==> config.mk <==
export PLATFORM = sky130hd
export DESIGN_NAME = legv8_multicycle_ctrl
export DESIGN_NICKNAME = d
export VERILOG_FILES = /design/src/rtl/legv8_ctrl_pkg.sv /design/src/rtl/legv8_opcode_class.sv /design/src/rtl/legv8_multicycle_ctrl.sv
export SDC_FILE = /design/constraint.sdc
export NUM_CORES = 1
export LEC_CHECK = 0
export CAP_MARGIN = 15
export CORE_ASPECT_RATIO = 1.5
export CORE_UTILIZATION = 45
export DETAILED_ROUTE_END_ITERATION = 6
export PLACE_DENSITY = 0.9
export SYNTH_ARGS = -nofsm -noshare
export SYNTH_HDL_FRONTEND = slang
export SYNTH_HIERARCHICAL = 1
export SYNTH_SLANG_ARGS = --single-unit
export TNS_END_PERCENT = 20
==> constraint.sdc <==
create_clock -name clk -period 2.09 [get_ports clk]
set_clock_uncertainty 0.1 [all_clocks]
set_input_delay 0.209 -clock clk [delete_from_list [all_inputs] [get_ports clk]]
set_output_delay 0.209 -clock clk [all_outputs]
set_load 0.02 [all_outputs]
==> src/rtl/legv8_ctrl_pkg.sv <==
// Shared encodings for the multicycle LEGv8 main control FSM.
// Opcode constants, ALU-op / ALU-src-B codes, state enum, control bundle.
package legv8_ctrl_pkg;

  localparam int OPC_W = 11;

  localparam logic [10:0] OP_LDUR = 11'b11111000010;
  localparam logic [10:0] OP_STUR = 11'b11111000000;
  localparam logic [10:0] OP_ADD  = 11'b10001011000;
  localparam logic [10:0] OP_SUB  = 11'b11001011000;
  localparam logic [10:0] OP_AND  = 11'b10001010000;
  localparam logic [10:0] OP_ORR  = 11'b10101010000;

  localparam logic [7:0] OP_CBZ_PFX = 8'b10110100;
  localparam logic [5:0] OP_B_PFX   = 6'b000101;

  localparam logic [1:0] ALUOP_MEM = 2'b00;
  localparam logic [1:0] ALUOP_CBZ = 2'b01;
  localparam logic [1:0] ALUOP_R   = 2'b10;

  localparam logic [1:0] SRCB_REG  = 2'b00;
  localparam logic [1:0] SRCB_FOUR = 2'b01;
  localparam logic [1:0] SRCB_DOFS = 2'b10;
  localparam logic [1:0] SRCB_BOFS = 2'b11;

  typedef enum logic [3:0] {
    FETCH    = 4'd0,
    DECODE   = 4'd1,
    MEM_ADDR = 4'd2,
    LOAD_RD  = 4'd3,
    LOAD_WB  = 4'd4,
    STORE    = 4'd5,
    R_EXEC   = 4'd6,
    R_WB     = 4'd7,
    CBZ      = 4'd8,
    BR       = 4'd9,
    TRAP     = 4'd10
  } state_e;

  typedef struct packed {
    logic [1:0] alu_op;
    logic       alu_src_a;
    logic [1:0] alu_src_b;
    logic       pc_write;
    logic       pc_src;
    logic       ir_write;
    logic       mem_read;
    logic       mem_write;
    logic       mem_to_reg;
    logic       reg_write;
    logic       reg2loc;
    logic       instr_done;
    logic       mem_err;
  } ctrl_t;

  // States that wait on mem_ready and are subject to the timeout.
  function automatic logic is_wait_state(state_e s);
    return (s == FETCH) || (s == LOAD_RD) || (s == STORE);
  endfunction

endpackage

==> src/rtl/legv8_opcode_class.sv <==
// Combinational opcode classifier for the LEGv8 main control FSM.
// Splits IR[31:21] into mem/load/R-type/CBZ/B/illegal classes.
import legv8_ctrl_pkg::*;

module legv8_opcode_class (
  input  logic [OPC_W-1:0] opcode_i,
  output logic             is_mem_o,
  output logic             is_load_o,
  output logic             is_r_o,
  output logic             is_cbz_o,
  output logic             is_b_o,
  output logic             is_illegal_o
);

  logic ld, st, r, cbz, b;

  assign ld  = (opcode_i == OP_LDUR);
  assign st  = (opcode_i == OP_STUR);
  assign r   = (opcode_i == OP_ADD) |
               (opcode_i == OP_SUB) |
               (opcode_i == OP_AND) |
               (opcode_i == OP_ORR);
  assign cbz = (opcode_i[10:3] == OP_CBZ_PFX);
  assign b   = (opcode_i[10:5] == OP_B_PFX);

  assign is_mem_o     = ld | st;
  assign is_load_o    = ld;
  assign is_r_o       = r;
  assign is_cbz_o     = cbz;
  assign is_b_o       = b;
  assign is_illegal_o = ~(ld | st | r | cbz | b);

endmodule

==> src/rtl/legv8_multicycle_ctrl.sv <==
// Main control FSM for the multicycle LEGv8 datapath with memory timeout.
// Define ILLEGAL_TRAP_EN to trap undecoded opcodes (else they act as NOPs).
import legv8_ctrl_pkg::*;

module legv8_multicycle_ctrl #(
  parameter int OPCODE_W    = 11,
  parameter int MEM_TIMEOUT = 15,
  parameter int TMO_W       = 4
) (
  input  logic                clk,
  input  logic                rst_n,
  input  logic [OPCODE_W-1:0] opcode,
  input  logic                mem_ready,
  input  logic                zero,
  output logic [1:0]          alu_op,
  output logic                alu_src_a,
  output logic [1:0]          alu_src_b,
  output logic                pc_write,
  output logic                pc_src,
  output logic                ir_write,
  output logic                mem_read,
  output logic                mem_write,
  output logic                mem_to_reg,
  output logic                reg_write,
  output logic                reg2loc,
  output logic                instr_done,
`ifdef ILLEGAL_TRAP_EN
  output logic                illegal_op,
`endif
  output logic                mem_err
);

  state_e           state_q, state_d;
  logic [TMO_W-1:0] cnt_q, cnt_d;

  logic is_mem, is_load, is_r;
  logic is_cbz, is_b, is_ill;
  logic wait_st, tmo;
  ctrl_t c, g;

  legv8_opcode_class u_cls (
    .opcode_i     (opcode),
    .is_mem_o     (is_mem),
    .is_load_o    (is_load),
    .is_r_o       (is_r),
    .is_cbz_o     (is_cbz),
    .is_b_o       (is_b),
    .is_illegal_o (is_ill)
  );

  assign wait_st = is_wait_state(state_q);
  assign tmo     = wait_st & ~mem_ready &
                   (cnt_q == TMO_W'(MEM_TIMEOUT));

  // Wait counter: counts stalled cycles, cleared on progress or abort.
  always_comb begin
    cnt_d = '0;
    if (wait_st && !mem_ready && !tmo)
      cnt_d = cnt_q + TMO_W'(1);
  end

  // Next-state selection.
  always_comb begin
    state_d = state_q;
    unique case (state_q)
      FETCH: begin
        if (tmo)            state_d = FETCH;
        else if (mem_ready) state_d = DECODE;
      end
      DECODE: begin
        if (is_mem)      state_d = MEM_ADDR;
        else if (is_r)   state_d = R_EXEC;
        else if (is_cbz) state_d = CBZ;
        else if (is_b)   state_d = BR;
`ifdef ILLEGAL_TRAP_EN
        else             state_d = TRAP;
`else
        else             state_d = FETCH;
`endif
      end
      MEM_ADDR: state_d = is_load ? LOAD_RD : STORE;
      LOAD_RD: begin
        if (tmo)            state_d = FETCH;
        else if (mem_ready) state_d = LOAD_WB;
      end
      LOAD_WB: state_d = FETCH;
      STORE: begin
        if (tmo || mem_ready) state_d = FETCH;
      end
      R_EXEC:  state_d = R_WB;
      R_WB:    state_d = FETCH;
      CBZ:     state_d = FETCH;
      BR:      state_d = FETCH;
      TRAP:    state_d = TRAP;
      default: state_d = FETCH;
    endcase
  end

  // State and wait-counter registers.
  always_ff @(posedge clk or negedge rst_n) begin
    if (!rst_n) begin
      state_q <= FETCH;
      cnt_q   <= '0;
    end else begin
      state_q <= state_d;
      cnt_q   <= cnt_d;
    end
  end

  // Moore output decode; a few enables qualified by mem_ready/zero.
  always_comb begin
    c = '0;
    unique case (state_q)
      FETCH: begin
        c.mem_read  = 1'b1;
        c.alu_src_b = SRCB_FOUR;
        c.alu_op    = ALUOP_MEM;
        c.ir_write  = mem_ready;
        c.pc_write  = mem_ready;
      end
      DECODE: begin
        c.alu_src_b = SRCB_BOFS;
        c.alu_op    = ALUOP_MEM;
        c.reg2loc   = (is_mem & ~is_load) | is_cbz;
`ifndef ILLEGAL_TRAP_EN
        c.instr_done = is_ill;
`endif
      end
      MEM_ADDR: begin
        c.alu_src_a = 1'b1;
        c.alu_src_b = SRCB_DOFS;
        c.alu_op    = ALUOP_MEM;
      end
      LOAD_RD: c.mem_read = 1'b1;
      LOAD_WB: begin
        c.reg_write  = 1'b1;
        c.mem_to_reg = 1'b1;
        c.instr_done = 1'b1;
      end
      STORE: begin
        c.mem_write  = 1'b1;
        c.reg2loc    = 1'b1;
        c.instr_done = mem_ready;
      end
      R_EXEC: begin
        c.alu_src_a = 1'b1;
        c.alu_src_b = SRCB_REG;
        c.alu_op    = ALUOP_R;
      end
      R_WB: begin
        c.reg_write  = 1'b1;
        c.instr_done = 1'b1;
      end
      CBZ: begin
        c.alu_src_a  = 1'b1;
        c.alu_src_b  = SRCB_REG;
        c.alu_op     = ALUOP_CBZ;
        c.reg2loc    = 1'b1;
        c.pc_src     = 1'b1;
        c.pc_write   = zero;
        c.instr_done = 1'b1;
      end
      BR: begin
        c.pc_src     = 1'b1;
        c.pc_write   = 1'b1;
        c.instr_done = 1'b1;
      end
      default: ;
    endcase
    c.mem_err = tmo;
  end

  // Reset forces every output low without waiting for a clock.
  assign g = rst_n ? c : '0;

  assign alu_op     = g.alu_op;
  assign alu_src_a  = g.alu_src_a;
  assign alu_src_b  = g.alu_src_b;
  assign pc_write   = g.pc_write;
  assign pc_src     = g.pc_src;
  assign ir_write   = g.ir_write;
  assign mem_read   = g.mem_read;
  assign mem_write  = g.mem_write;
  assign mem_to_reg = g.mem_to_reg;
  assign reg_write  = g.reg_write;
  assign reg2loc    = g.reg2loc;
  assign instr_done = g.instr_done;
  assign mem_err    = g.mem_err;

`ifdef ILLEGAL_TRAP_EN
  assign illegal_op = rst_n & (state_q == TRAP);
`endif

endmodule

* Word level (Yosys, flattened, before mapping)
Cells that the tools add are included.
** Storage, ports and cells
- Output and inout port bits :: 15
- Bits in registers :: 8
- Logic and storage cells :: 79
- Input port bits :: 15
** Cells by class
- Multiplexer cells :: 25
- $add $sub $neg :: 1
- Equality and inequality tests :: 22
- Reduce and logical (&&, ||, !) cells :: 15
- Bitwise logic cells :: 14
** Operators by type and width (count)
- 11-bit == test, second input constant :: 6
- 4-bit 2-to-1 mux :: 10
- 4-bit case mux with 7 select lines :: 1
- 4-bit by 3-bit == test with 1-bit output, second input constant :: 4
- 4-bit == test, second input constant :: 4
- 15-bit 2-to-1 mux :: 1
- 4-bit by 2-bit == test with 1-bit output, second input constant :: 2
- 8-bit == test, second input constant :: 1
- 1-bit OR :: 8
- 2-bit OR reduction :: 4
- 1-bit 2-to-1 mux :: 7
- 6-bit by 3-bit == test with 1-bit output, second input constant :: 1
- 3-bit inequality test, second input constant :: 2
- 1-bit case mux with 3 select lines :: 2
- 2-bit case mux with 3 select lines :: 1
- 4-bit by 1-bit adder with 4-bit output, second input constant :: 1
- 4-bit by 1-bit == test with 1-bit output, second input constant :: 1
- 4-bit logical NOT :: 1
- 2-bit case mux with 2 select lines :: 1
- 4-bit OR reduction :: 1
- 1-bit bitwise AND :: 3
- 1-bit logical OR :: 3
- 3-bit 2-to-1 mux :: 1
- 1-bit inverter :: 3
- other kinds (6) :: 8

* Logic depth before layout (Yosys ltp)
- Depth in word-level cells :: 10
- Gate-level depth with buffers :: 7
- Mapped depth without buffers :: 7

* By module
The synthesis kept the hierarchy.
** Modules (own cells, without submodules)
- legv8_multicycle_ctrl :: cells an instance 104, times used 1, seq. area each 200.2 sq um, area an instance 783.3 sq um
- legv8_opcode_class :: cells an instance 18, times used 1, seq. area each 0.0 sq um, area an instance 117.6 sq um

* Worst setup path after synthesis
OpenSTA, ideal clock, no wires.
- Kind :: in2out
- Start :: input port opcode[4]
- End :: output port reg2loc
- Path slack :: 296 ps
- Cell stages on the path :: 6
- Required time :: 1781 ps
- Buffers on the path :: 0
- Arrival :: 1485 ps
- Cell sequence :: or4b_4 > nor2_1 > inv_1 > o21ai_0 > a31oi_1 > nor2_1
** On the way
- Longest elaborated chain between the ends :: 6
- Elaborated cells on any way between the ends :: 9
- Those cells by class :: 3 x eq/ne; 2 x mux; 4 x bitwise
** RTL lines
- start, declared :: RTL line legv8_multicycle_ctrl.sv:12 : input logic [OPCODE_W-1:0] opcode,
- 11-bit == test, on equally long branches :: RTL line legv8_opcode_class.sv:17, legv8_opcode_class.sv:18
- 1-bit OR (*) :: RTL line legv8_opcode_class.sv:26 : assign is_mem_o = ld | st;
- net is_mem :: RTL line legv8_multicycle_ctrl.sv:36 : logic is_mem, is_load, is_r;
- 1-bit bitwise AND (*) :: RTL line legv8_multicycle_ctrl.sv:124 : c.reg2loc = (is_mem & ~is_load) | is_cbz;
- 1-bit OR (*) :: RTL line legv8_multicycle_ctrl.sv:124
- 1-bit case mux with 2 select lines (*) :: RTL line legv8_multicycle_ctrl.sv:113 : unique case (state_q)
- 15-bit 2-to-1 mux (*) :: RTL line legv8_multicycle_ctrl.sv:174 : assign g = rst_n ? c : '0;
- end, declared :: RTL line legv8_multicycle_ctrl.sv:25 : output logic reg2loc,
Mark *: on every way through the listed nets, which the timed path passes. The rest lies on a longest branch.

* Worst setup path after layout
- Start :: input port opcode[4]
- End :: output port reg2loc
** On the way
- Elaborated cells on any way between the ends :: 9
- Those cells by class :: 3 x eq/ne; 2 x mux; 4 x bitwise
** RTL lines
- 8-bit == test :: RTL line legv8_opcode_class.sv:23 : assign cbz = (opcode_i[10:3] == OP_CBZ_PFX);
- net is_cbz :: RTL line legv8_multicycle_ctrl.sv:37 : logic is_cbz, is_b, is_ill;
- 1-bit OR :: RTL line legv8_multicycle_ctrl.sv:124
- 1-bit case mux with 2 select lines :: RTL line legv8_multicycle_ctrl.sv:113
- 15-bit 2-to-1 mux :: RTL line legv8_multicycle_ctrl.sv:174
The timed path passes the listed nets, and every way through them passes these cells.

==> summary.md <==
| Metric | Value |
|---|---|
| Dpl ws | `-728 ps` |
| Largest delay share family, worst path | `simple AND/OR/NAND/NOR gates` |
| GR met1 Demand/Resource | `30.2%` |
| CP bufs+invs | `2` |
| Tot GR Track Use | `29.1%` |
| CTS Sinks | `8` |
| N_diodes | `0` |
| Synth warnings | `6` |
| Post-synthesis cell area | `901 um^2` |
| Design Power | `0.324 mW` |
| Hold WC Path Type | `in2async` |
| Iter 0 DRT Violations | `25` |
| Setup TNS Final | `0 ps` |
| Die ar. | `2190 um^2` |
| Mapped Cells | `122` |
| RSZ-0062 raised after global routing | `true` |
| Via density | `5.69` |
| Switch share | `20.6%` |
| CP Launch Type | `input pin` |
| Final Wtd Congestion | `0.907` |
| Synth Area in Compound Gates | `19.9%` |
| Area share of and/or/nand/nor cells after synthesis | `42.5%` |
| Layout Nets | `196` |
| Largest net degree at the start of global routing | `14` |
| P_sw | `0.0668 mW` |
| CP max stage cell | `or4b_4` |
| Mapped Avg Cell Area | `7.38 um^2` |
| Clock Tree Buf Depth | `2` |
| IO Port Bufs | `29` |
| Outcome | `complete, no violations` |
| DRC Markers | `0` |
| Synth Area in XOR/XNOR | `4.72%` |
| # setup viols final | `0` |
| Most used cell, CP | `nor2_1` |
| Critical Path RT | `1780 ps` |
| Power density cells | `228 nW/um^2` |
| Gr busiest metal | `met2` |
| Largest family of logic cells by synthesized area | `simple AND/OR/NAND/NOR gates` |
| Period minus WS final | `2060 ps` |
| Vias in the first global route | `1170` |
| Relative slew slack | `78.7%` |
| Design Area, Final | `1420 um^2` |
| Clock power frac | `33.2%` |
| Inst Count DP | `196` |
| Pleak | `0.736 nW` |
| Max Transition Viols Final | `0` |
| Final wirelength | `2860 um` |
| Final core utilization | `76.6%` |
| Chip width | `38.5 um` |
| Fmax | `487 MHz` |
| Critical path endpoint category | `output pin` |
| Critical Path AT | `1750 ps` |
| CP Class | `in2out` |
| Unique cell type count in the Yosys netlist | `43` |
| Commonest non-fill, non-tap cell in the layout | `buf_4` |
| Initial antenna violation count | `0` |
| Die height | `56.8 um` |
| Critical Path Max Stage Delay | `570 ps` |
| Global-route wire length before repair | `4740 um` |
| CP Max Fanout | `4` |
| WL/cell | `14.4 um` |
| Reg2reg path depth | `6` |
| Global route overflow | `0` |
| Io pins | `30` |
| Clock transition at path regs | `50 ps` |
| Adder-Cell Fraction of Synth Area | `1.39%` |
| DRT Pass-1 Iters | `4` |
| Crit-path cells | `dlygate4sd2_1, or4b_4, and2b_2, nor2_1, o21ai_1, a31oi_1, nor2_1, buf_2` |
| Register area share after synthesis | `22.2%` |
| Antenna Nets Post-Route | `0` |
| Max cap viols | `0` |
| Synth Register Bits | `8` |
| H-Tree Depth | `1` |
| Clock latency on the worst-skew pair | `240 ps` |
| Core ar. | `1850 um^2` |
| Number of setup buffers added after CTS | `0` |
| Internal | `0.257 mW` |
| Fin Hold WS | `328 ps` |
| Flop2flop setup slack | `320 ps` |
| Final Hold Fails | `0` |
| Filler cells | `141` |
| Final setup margin | `34.6 ps` |
| Reg2Reg Launch Point | `state_q[0]$_DFFE_PN0P_` |
| Worst-Margin Slew | `320 ps` |
| Layout cells sized above 1 | `30.9%` |
| Vias | `1133` |
| Initial core utilization | `48.6%` |
| Register area | `201 um^2` |
| Dpl cell area | `1400 um^2` |
| Final Cycle Share | `98.3%` |
| GR Util met2 | `51.2%` |
| Most frequent cells in the layout | `buf_4 (30), nor2_1 (22), dlygate4sd2_1 (15), nand2b_1 (9), inv_1 (9)` |
| Hpwl dp | `2290 um` |
| Post-cts hold buffer count | `0` |
| VDD IR max | `0.263 mV` |
| CTS tree | `built` |
| Syn nets | `138` |
| Clock Tree Root | `clkbuf_4` |
| Worst R2R End | `state_q[0]$_DFFE_PN0P_` |
| Met3 usage | `3.56%` |
| Rows | `19` |
| Mux share of post-synthesis cell area | `1.11%` |
| Synthesis-to-layout area growth | `57.6%` |
| Comb power frac | `18.7%` |
| Area of the multi-input gates | `662 um^2` |
| Seq pwr share | `48.0%` |
| Finished Layout Cells | `199` |
| CTS Buf Count | `3` |
synthesized netlist by cell type (all sizes together):
cell,instances,area share (%)
a211o,1,0.97
a21oi,7,3.9
a22oi,3,4.0
a31oi,1,0.69
a32oi,1,0.97
a41o,1,1.1
and2,2,1.4
and2b,2,1.8
and3,2,1.4
and4bb,1,1.4
buf,5,4.0
clkbuf,1,0.42
dfrtp,8,22
ha,1,1.4
inv,9,3.7
mux2i,1,1.1
nand2,8,3.3
nand2b,10,7.8
nand3,4,2.2
nor2,24,10
nor2b,3,2.1
nor3,5,2.8
nor3b,1,0.83
nor4,1,0.69
nor4b,2,3.6
o2111ai,1,0.97
o211a,1,1.1
o211ai,1,0.83
o21ai,4,2.2
o22ai,3,2.1
o32ai,1,0.97
or3,2,1.4
or4b,1,1.5
xnor2,3,3.8
xor2,1,0.97
power groups by stage:
stage / registers (mW) / logic (mW) / clock network, mW
after floorplan: 0.158 / 0.0100 / 0
after global placement: 0.158 / 0.0584 / 0
after detailed placement: 0.158 / 0.0606 / 0
after CTS: 0.155 / 0.0589 / 0.115
after global routing: 0.155 / 0.0650 / 0.117
final: 0.155 / 0.0607 / 0.108
worst reg2reg max path, stage by stage, from the launching register on:
cell      delay, ps
dfrtp_1         470
buf_4           200
nand2b_4         60
buf_4           140
nand2b_1        150
or3_1           340
a22oi_1         220
cells by family after synthesis:
group | count (synthesis)
buffers and inverters | 15
adder cells (fa/ha/maj) | 1
multiplexers | 1
AO/OA/AOI/OAI | 25
AND/OR/NAND/NOR | 68
flip-flops | 8
XOR/XNOR | 4
final cells by class:
| type | instances | share of cell area [%] |
|---|---|---|
| Multi-Input combinational cell | 99 | 46.6 |
| Timing Repair Buffer | 59 | 33.4 |
| Sequential cell | 8 | 14.2 |
| Inverter | 9 | 2.38 |
| Tap cell | 21 | 1.85 |
| Clock buffer | 3 | 1.59 |
worst max path at each step:
stage | startpoint | endpoint | slack [ps] | cells after the start
floorplan | opcode[4] | reg2loc | 300 | 6
global placement | opcode[8] | reg2loc | -640 | 9
detailed placement | opcode[7] | reg2loc | -730 | 9
CTS | opcode[8] | instr_done | 7 | 8
global route | opcode[8] | instr_done | -40 | 8
finish | opcode[4] | reg2loc | 30 | 8
timing repair:
item	CTS	global route
pin swaps	6	3
endpoints found under the setup margin	16	8
resized for setup	42	12
routing by layer:
metal | share of wire (%) | vias to the layer above
li1 | - | 539
met1 | 38 | 548
met2 | 57 | 38
met3 | 2.9 | 8
met4 | 2.1 | 0
met5 | 0 | -
sequential cells by signal, summed over array words and instances, names as in the netlist:
register and cells:
cnt_q 4, state_q 4
No activity file was read; power rests on OpenSTA's default activity.
